### src/rtl/xmint_pkg.sv
// Shared constants and types for the xmint demultiplexer family.
// The drop counter width is fixed here so every block reports drops identically.
package xmint_pkg;

  localparam int XMINT_DROP_CNT_W = 16;

  typedef logic [XMINT_DROP_CNT_W-1:0] dropCount_t;

endpackage : xmint_pkg

### src/rtl/xmint_demux_slot.sv
// One-entry registered output slot for a single demux channel.
// The parent only asserts i_load when the slot is empty or draining this cycle.
module xmint_demux_slot #(
  parameter int W = 32
) (
  input  logic         clk,
  input  logic         rst,
  input  logic         i_load,
  input  logic [W-1:0] i_data,
  input  logic         i_ready,
  output logic         o_valid,
  output logic [W-1:0] o_data
);

  logic         r_valid;
  logic [W-1:0] r_data;

  // Data only changes on a load, so it holds its last value after a plain drain.
  always_ff @(posedge clk) begin
    if (rst) begin
      r_valid <= 1'b0;
      r_data  <= '0;
    end else if (i_load) begin
      r_valid <= 1'b1;
      r_data  <= i_data;
    end else if (i_ready) begin
      r_valid <= 1'b0;
    end
  end

  assign o_valid = r_valid;
  assign o_data  = r_data;

endmodule : xmint_demux_slot

### src/rtl/xmint_demux.sv
// Routes each accepted input beat to one of N single-entry output slots.
// Beats addressed past the last channel are accepted and dropped, with a saturating count.
module xmint_demux
  import xmint_pkg::*;
#(
  parameter int  N                = 3,
  parameter int  DEMUX_DATA_WIDTH = 32,
  localparam int SEL_W            = (N > 1) ? $clog2(N) : 1
) (
  input  logic                                   clk,
  input  logic                                   rst,
  input  logic                                   in_valid,
  output logic                                   in_ready,
  input  logic [DEMUX_DATA_WIDTH-1:0]            in_data,
  input  logic [SEL_W-1:0]                       in_sel,
  output logic [N-1:0]                           out_valid,
  input  logic [N-1:0]                           out_ready,
  output logic [N-1:0][DEMUX_DATA_WIDTH-1:0]     out_data,
  output logic                                   drop_pulse,
  output logic [XMINT_DROP_CNT_W-1:0]            drop_count
);

  logic [31:0] w_selExt;
  logic        w_inRange;
  logic        w_selReady;
  logic        w_accept;
  logic        w_drop;
  logic [N-1:0] w_load;

  logic       r_dropPulse;
  dropCount_t r_dropCount;

  assign w_selExt  = 32'(in_sel);
  assign w_inRange = (w_selExt < 32'(N));

  // Out-of-range selects keep the default of 1 so stray beats are always swallowed.
  always_comb begin
    w_selReady = 1'b1;
    for (int i = 0; i < N; i++) begin
      if (w_selExt == 32'(i)) begin
        w_selReady = !out_valid[i] || out_ready[i];
      end
    end
  end

  assign in_ready = !rst && w_selReady;
  assign w_accept = in_valid && in_ready;
  assign w_drop   = w_accept && !w_inRange;

  for (genvar g = 0; g < N; g++) begin : gen_slot
    assign w_load[g] = w_accept && (w_selExt == 32'(g));

    xmint_demux_slot #(
      .W (DEMUX_DATA_WIDTH)
    ) u_slot (
      .clk     (clk),
      .rst     (rst),
      .i_load  (w_load[g]),
      .i_data  (in_data),
      .i_ready (out_ready[g]),
      .o_valid (out_valid[g]),
      .o_data  (out_data[g])
    );
  end

  always_ff @(posedge clk) begin
    if (rst) begin
      r_dropPulse <= 1'b0;
      r_dropCount <= '0;
    end else begin
      r_dropPulse <= w_drop;
      if (w_drop && (r_dropCount != '1)) begin
        r_dropCount <= r_dropCount + 1'b1;
      end
    end
  end

  assign drop_pulse = r_dropPulse;
  assign drop_count = r_dropCount;

endmodule : xmint_demux

### config.mk
export PLATFORM = sky130hd
export DESIGN_NAME = xmint_demux
export DESIGN_NICKNAME = d
export VERILOG_FILES = /design/src/rtl/xmint_pkg.sv /design/src/rtl/xmint_demux_slot.sv /design/src/rtl/xmint_demux.sv
export SDC_FILE = /design/constraint.sdc
export NUM_CORES = 1
export LEC_CHECK = 0
export ABC_AREA = 1
export CAP_MARGIN = 20
export CORE_MARGIN = 3
export CORE_UTILIZATION = 48
export CTS_BUF_LIST = sky130_fd_sc_hd__clkbuf_8 sky130_fd_sc_hd__clkbuf_16
export DETAILED_ROUTE_END_ITERATION = 12
export PLACE_DENSITY = 0.9
export SLEW_MARGIN = 20
export SYNTH_ARGS = -nofsm -noshare
export SYNTH_HDL_FRONTEND = slang
export SYNTH_HIERARCHICAL = 1
export SYNTH_SLANG_ARGS = --single-unit
### constraint.sdc
create_clock -name clk -period 3.4 [get_ports clk]
set_clock_uncertainty 0.2 [all_clocks]
set_input_delay 0.34 -clock clk [delete_from_list [all_inputs] [get_ports clk]]
set_output_delay 0.34 -clock clk [all_outputs]
set_load 0.05 [all_outputs]
### Yosys cells after proc, flatten, opt, wreduce, memory -nomap -nowiden

Cells that the tools add are included.

* input bits: 40
* output and inout port bits: 117
* register bits after elaboration: 116
* word-level logic and storage cells: 41

* equal/unequal tests: 3
* reduce and logical (&&, ||, !) cells: 19
* multiplexer cells: 9
* add/subtract/negate cells: 1
* magnitude comparators: 1

Operators by type and width (number)
* $logic_not 32->1: 1
* $add 16x1->16 const B: 1
* $ne 16x16->1 const B: 1
* $mux 1: 9
* $logic_and 1x1->1: 7
* $reduce_bool 2->1: 3
* $logic_not 1->1: 5
* $logic_or 1x1->1: 3
* $eq 2x1->1 const B: 1
* $eq 2x2->1 const B: 1
* $lt 2x2->1 const B: 1

### Depth between registers and ports, before layout

Gate-level depths: netlist of run 1.

* depth in word-level cells: 9
* mapped depth: 10
* mapped depth without buffers: 10

### Cells and area by module

The synthesis of run 1 kept the hierarchy.

Modules (own cells, without submodules)
* xmint_demux_slot: instances 3, area an instance 1152.4 µm², sequential area each 660.6 µm², cells an instance 143
* xmint_demux: instances 1, area an instance 1327.5 µm², sequential area each 340.3 µm², cells an instance 195

### Worst setup path after synthesis of run 1

Ideal clock, no wire load.

* kind: register -> register
* start point: register r_dropCount[0] (netlist: drop_count[0])
* end point: register r_dropCount[2] (netlist: drop_count[2])
* clock period less this slack: 2.147 ns
* cell stages (with the launch flop): 9
* data arrival time: 1.876 ns
* path slack: 1.253 ns
* path through: dfxtp_1 -> ha_1 -> nand3_2 -> nor2_4 -> nand2_4 -> nand4_4 -> buf_8 -> nand2_1 -> a21oi_2

* word-level cells in the longest chain between the ends: 2

Ends and longest elaborated chain
* start: declaration: line xmint_demux.sv:31 `dropCount_t r_dropCount;`
* start signal: assignment: line xmint_demux.sv:73 `r_dropCount <= r_dropCount + 1'b1;`
* branches (longest 2 deep; another with $add 16x1->16)

Several ways; the timed one is not identified.
A chain may end at the register's enable or synchronous reset.

### Final worst setup path of run 1

* start point: register r_dropCount[2] (netlist: drop_count[2])
* end point: output port drop_count[2]

RTL lines
* end: declaration: line xmint_demux.sv:20 `output logic [XMINT_DROP_CNT_W-1:0] drop_count`

No word-level cell between the ends.

==> results_dict.tcl, run 1 <==
set metrics [dict create \
    r2r-end "drop_count[1]$_SDFFE_PP0P_" \
    hold_path.class "input port to flip-flop" \
    cts-resized-gates 0 \
    clockBufferDepth 2 \
    clock.fmax_mhz 415.9 \
    synth_cells 624 \
    critPathTopFamily "buffers and inverters" \
    gp_congestion 0.8827 \
    critPathCaptureType "output pin" \
    dr_total_vias 4767 \
    async_flop_share 0 \
    ys_types 29 \
    grt_max_degree 34 \
    routed.top_layer "met4" \
    place_ws_ns 0.8192 \
    initial_core_util 0.5058 \
    path_cells "clkdlybuf4s50_1" \
    post-route-util 0.7214 \
    status "completed" \
    synth_area_leaders "dfxtp_1 (49%), nor2_1 (17%), o21ai_0 (10%)" \
    synth.most_common_cell "nor2_1" \
    required_ns 2.86 \
    cts_tree "done" \
    power.leakage_nw 2.842 \
    antennaDiodeCount 0 \
    dp_hpwl_um 9655 \
    synth_top_cell_by_area "dfxtp_1" \
    cts_setup_buffers 0 \
    synth_seq_cells 116 \
    synth_top_area_frac 0.4854 \
    fin_crit_ns 2.404 \
    grt_pass1_vias 4871 \
    avgSynthCellArea_um2 7.668 \
    synth_edf_count 0 \
    rr_startpoint "drop_count[0]$_SDFFE_PP0P_" \
    grt_antenna_before_repair 0 \
    setup_ws_ns 0.9958 \
    wl_um 14500 \
    routedWlPerCell_um 15.88 \
    cp.depth 1 \
    initialDrtViolationCount 263 \
    slew_viol_final 0 \
    finalSetupViolations 0 \
    critPathCapture "drop_count[2]" \
    ys.flop_type "dfxtp_1" \
    cts.sinks 116 \
    synth_common_cells "nor2_1 (214), dfxtp_1 (116), o21ai_0 (100)" \
    grt_usage 0.2621 \
    critical_path.max_stage_delay_ns 0.88 \
    die_w_um 105.8 \
    crit_arrival_ns 1.86 \
    cts_buffers 17 \
    finalSetupTns_ns 0 \
    place_area_mm2 0.006277 \
    areaGrowthSynthToFinish_pct 42.63 \
    num_io_pins 157 \
    ant_nets 0 \
    rows 35 \
    tightestPinTransition_ns 0.9950 \
    dpl.cell_count 881 \
    syn_nets 665 \
    min_period_over_period 0.7071 \
    slew-limit-headroom 0.3360 \
    grt_pass1_wl_um 23740 \
    crit_path_top_delay_cell "clkdlybuf4s50_1" \
    reg2reg_setup_slack_ns 1.29 \
    vdd_drop_max_uv 308.0 \
    drcViolationCount 0 \
    routed-wl-met2_um 7278 \
    coreArea_mm2 0.009459 \
    htreeDepth 4 \
    seq_area_frac_synth 0.4854 \
    synth_warnings 6 \
    clock_latency_ns 0.50 \
    nets 812 \
    wl_met1_um 5914 \
    total_power_mw 3.460 \
    hold_viol 0 \
    worstRegToRegCells 8 \
    numPortBuffers 156 \
    wl_met3_um 1006 \
    die_h_um 105.8 \
    die_area_mm2 0.01120 \
    drt_pre_antenna_iters 5 \
    clk_pin_slew_ns 0.06 \
    stdcell_count 913 \
    cap_violations 0 \
    crit_type "flip-flop to output pin" \
    design_area_mm2 0.006824 \
    synth.cell_area_mm2 0.004785 \
    critPathBufInv 1 \
    crit_path_max_fanout 7 \
    cts_root_buffer "clkbuf_8" \
    p_per_area_mw_per_mm2 507.0 \
    drive_above_1_share 0.1059 \
    routed_via_density 5.221 \
    rsz0062_at_grt "false" \
    grt_overflow_total 0 \
    hold_slack_ns 0.2812 \
    crit_start "drop_count[2]$_SDFFE_PP0P_" \
    ctsHoldBuffers 0 \
    critPathLaunchType "flip-flop" \
]
==> report_power, final <==
group | total [mW] | internal [mW] | switching, mW
Clock | 1.63 | 0.936 | 0.698
Sequential | 1.43 | 1.40 | 0.0240
Combinational | 0.401 | 0.134 | 0.267
==> sequential cells by signal, indices dropped and copies added (netlist names) <==
register	flops
drop_count	16
gen_slot.u_slot/o_valid	3
gen_slot.u_slot/o_data	96
drop_pulse	1
==> layout make-up <==
type	count	area (µm²)
Clock inverter	14	118.9
Tap cell	129	161.4
Sequential cell	116	2322
Timing Repair Buffer	160	1589
Multi-Input combinational cell	438	2062
Fill cell	736	2635
Clock buffer	18	427.9
Inverter	38	142.6
==> layer usage <==
metal / vias up / track usage
li1: 2275 / -
met1: 2281 / 0.2990
met2: 186 / 0.4658
met3: 25 / 0.06369
met4: 0 / 0.1101
met5: - / 0
==> kinds of logic after synthesis <==
group                      after synthesis  synth area share
xor gates and xnor gates                 7           0.01281
buffers and inverters                   70           0.08577
and+or+nand+nor                        312            0.2798
AOI/OAI and AO/OA                      118            0.1336
adders and majority gates                1          0.002615
DFF                                    116            0.4854
==> how the worst min path moves through the flow <==
stage / startpoint / to / cells past startpoint
after floorplan: rst / gen_slot[0].u_slot/o_valid$_SDFFE_PP0P_ / 1
after global placement: gen_slot[1].u_slot/o_valid$_SDFFE_PP0P_ / gen_slot[1].u_slot/o_valid$_SDFFE_PP0P_ / 2
after detailed placement: gen_slot[0].u_slot/o_valid$_SDFFE_PP0P_ / gen_slot[0].u_slot/o_valid$_SDFFE_PP0P_ / 2
after CTS: in_data[18] / gen_slot[2].u_slot/o_data[18]$_SDFFE_PP0P_ / 3
after global routing: in_data[18] / gen_slot[2].u_slot/o_data[18]$_SDFFE_PP0P_ / 3
final: in_data[18] / gen_slot[2].u_slot/o_data[18]$_SDFFE_PP0P_ / 3
==> cell usage in the layout (no fill, tap or decap), drive strengths merged <==
cell type / n
clkinvlp: 4
nand2: 62
nand3: 22
nor3: 1
buf: 5
dfxtp: 116
clkinv: 3
and2: 1
nor2: 220
clkdlybuf4s50: 155
o21ai: 100
nand4: 6
xor2: 3
a21oi: 18
xnor2: 4
ha: 1
inv: 45
clkbuf: 18
No activity file was read; power rests on OpenSTA's default activity.
==> run 2: changes to the inputs <==
Settings changed: CORE_UTILIZATION 48 to 46, PLACE_DENSITY 0.9 to 0.87.
Clock period 3.4 ns to 2.25 ns, I/O delays scaled along.
==> results_dict.tcl, run 2 (synthesis gave the netlist of run 1 again) <==
set metrics [dict create \
    drive_above_1_share 0.1193 \
    clock.fmax_mhz 455.7 \
    critPathLaunchType "flip-flop" \
    numPortBuffers 156 \
    hold_viol 0 \
    crit_arrival_ns 1.77 \
    met2_usage 0.4361 \
    areaGrowthSynthToFinish_pct 45.92 \
    fin_crit_ns 2.195 \
    die_h_um 108.0 \
    initial_core_util 0.4806 \
    final_cell_mix "nor2_1 (212), clkdlybuf4s50_1 (146), dfxtp_1 (116)" \
    slew_viol_final 0 \
    ant_nets 0 \
    htreeDepth 4 \
    nets 824 \
    grt_usage 0.2487 \
    wl_um 14500 \
    rsz0062_at_grt "false" \
    cts_setup_buffers 0 \
    dp_hpwl_um 10070 \
    clk_pin_slew_ns 0.06 \
    critPathBufInv 1 \
    critPathCaptureType "output pin" \
    grt_pass1_wl_um 23040 \
    drcViolationCount 0 \
    use_met1 0.2877 \
    die_area_mm2 0.01166 \
    grt_pass1_vias 4814 \
    crit_path_max_fanout 6 \
    crit_type "flip-flop to output pin" \
    clock_latency_ns 0.50 \
    vdd_drop_max_uv 446.6 \
    routed_via_density 5.131 \
    num_io_pins 157 \
    p_per_area_mw_per_mm2 765.5 \
    critical_path.max_stage_delay_ns 0.84 \
    design_area_mm2 0.006982 \
    cts_buffers 17 \
    drt_pre_antenna_iters 7 \
    grt_antenna_before_repair 0 \
    place_area_mm2 0.006397 \
    largest_register_ffs 96 \
    hold_path.class "input port to flip-flop" \
    power.leakage_nw 3.040 \
    final_common_cell "nor2_1" \
    cts_tree "done" \
    path_cells "clkdlybuf4s50_1" \
    min_period_over_period 0.9754 \
    grt_overflow_total 0 \
    grt.busiest_layer "met2" \
    required_ns 1.82 \
    tightestPinTransition_ns 0.6820 \
    status "completed" \
    grt_max_degree 34 \
    critPathTopFamily "buffers and inverters" \
    die_w_um 108.0 \
    gp_congestion 0.9681 \
    initialDrtViolationCount 205 \
    cts.sinks 116 \
    hold_slack_ns 0.1782 \
    crit_path_top_delay_cell "clkdlybuf4s50_1" \
    cts_root_buffer "clkbuf_8" \
    finalSetupViolations 0 \
    dr_total_vias 4767 \
    gr-usage-met3 0.06328 \
    clockBufferDepth 2 \
    rows 36 \
    cap_violations 0 \
    routedWlPerCell_um 15.61 \
    slew-limit-headroom 0.5447 \
    coreArea_mm2 0.009955 \
    antennaDiodeCount 0 \
]
==> run 2: changes by cell type in the layout (fill, tap and decap cells not counted) <==
cell             previous run  this run
buf_12                      0         2
buf_4                       5        15
bufinv_16                   0         2
clkbuf_8                    2         1
clkdlybuf4s50_1           155       146
clkinv_2                    1         2
clkinv_4                    2         3
clkinvlp_4                  4         6
dlygate4sd2_1               0         3
dlymetal6s2s_1              0         6
inv_6                       5         2
inv_8                       2         0
==> run 2: final cells by class <==
cell class,count,area (µm²)
multi-input cells,438,2062
inverters,38,142.6
repair buffers,172,1715
clock buffers,17,414.1
well taps,133,166.4
flip-flops and latches,116,2322
fillers,754,2973
clock inverters,15,158.9
==> run 2: metrics by stage <==
step	power, mW	utilization	setup WS (ns)	TNS, ns	cells
global route	5.503	0.7014	0.004175	0	929
global placement	2.805	0.6427	-0.02222	-0.3406	897
detailed placement	2.820	0.6427	-0.1403	-7.335	897
floorplan	2.553	-	0.1032	0	624
finish	5.345	0.7014	0.05536	0	929
CTS	5.373	0.6998	0.007220	0	929
==> run 2: worst paths after layout <==
path                                                               from                                          to  slack, ns  depth (start not counted)
worst max register to register               drop_count[1]$_SDFFE_PP0P_                  drop_count[1]$_SDFFE_PP0P_       0.28                          8
worst min-delay path                                        in_data[11]  gen_slot[0].u_slot/o_data[11]$_SDFFE_PP0P_       0.18                          3
worst min register to register  gen_slot[1].u_slot/o_valid$_SDFFE_PP0P_     gen_slot[1].u_slot/o_valid$_SDFFE_PP0P_       0.28                          2
worst max-delay path                        drop_count[10]$_SDFFE_PP0P_                              drop_count[10]       0.06                          1
==> run 2: tightest hold or removal path: cells and delay by family <==
kind,cells,cell delay [ns]
simple gates,2,0.16
buf+inv,1,0.44
==> run 2: metal layers <==
metal  vias up  part of all wire
met1      2208              0.39
met5         -                 0
li1       2307                 -
met3        33             0.083
met2       219              0.50
met4         0             0.023
==> run 2: power by group <==
part           internal (mW)  leakage, nW  switching, mW  total [mW]
Clock                   1.58        0.263          0.986        2.57
Combinational          0.218         1.84          0.410       0.628
Sequential              2.12        0.942         0.0339        2.15
==> run 2: timing repair <==
| action | 4_1_cts | 5_1_grt |
|---|---|---|
| gates resized for setup | 3 | 6 |
| hold buffers | 0 | 0 |
| setup endpoints to repair | 3 | 6 |
==> run 3: changes to the inputs <==
Settings changed: SKIP_LAST_GASP from default to 1.
==> results of run 3 <==
Final layout, timing and power as in run 2 (identical DEF).
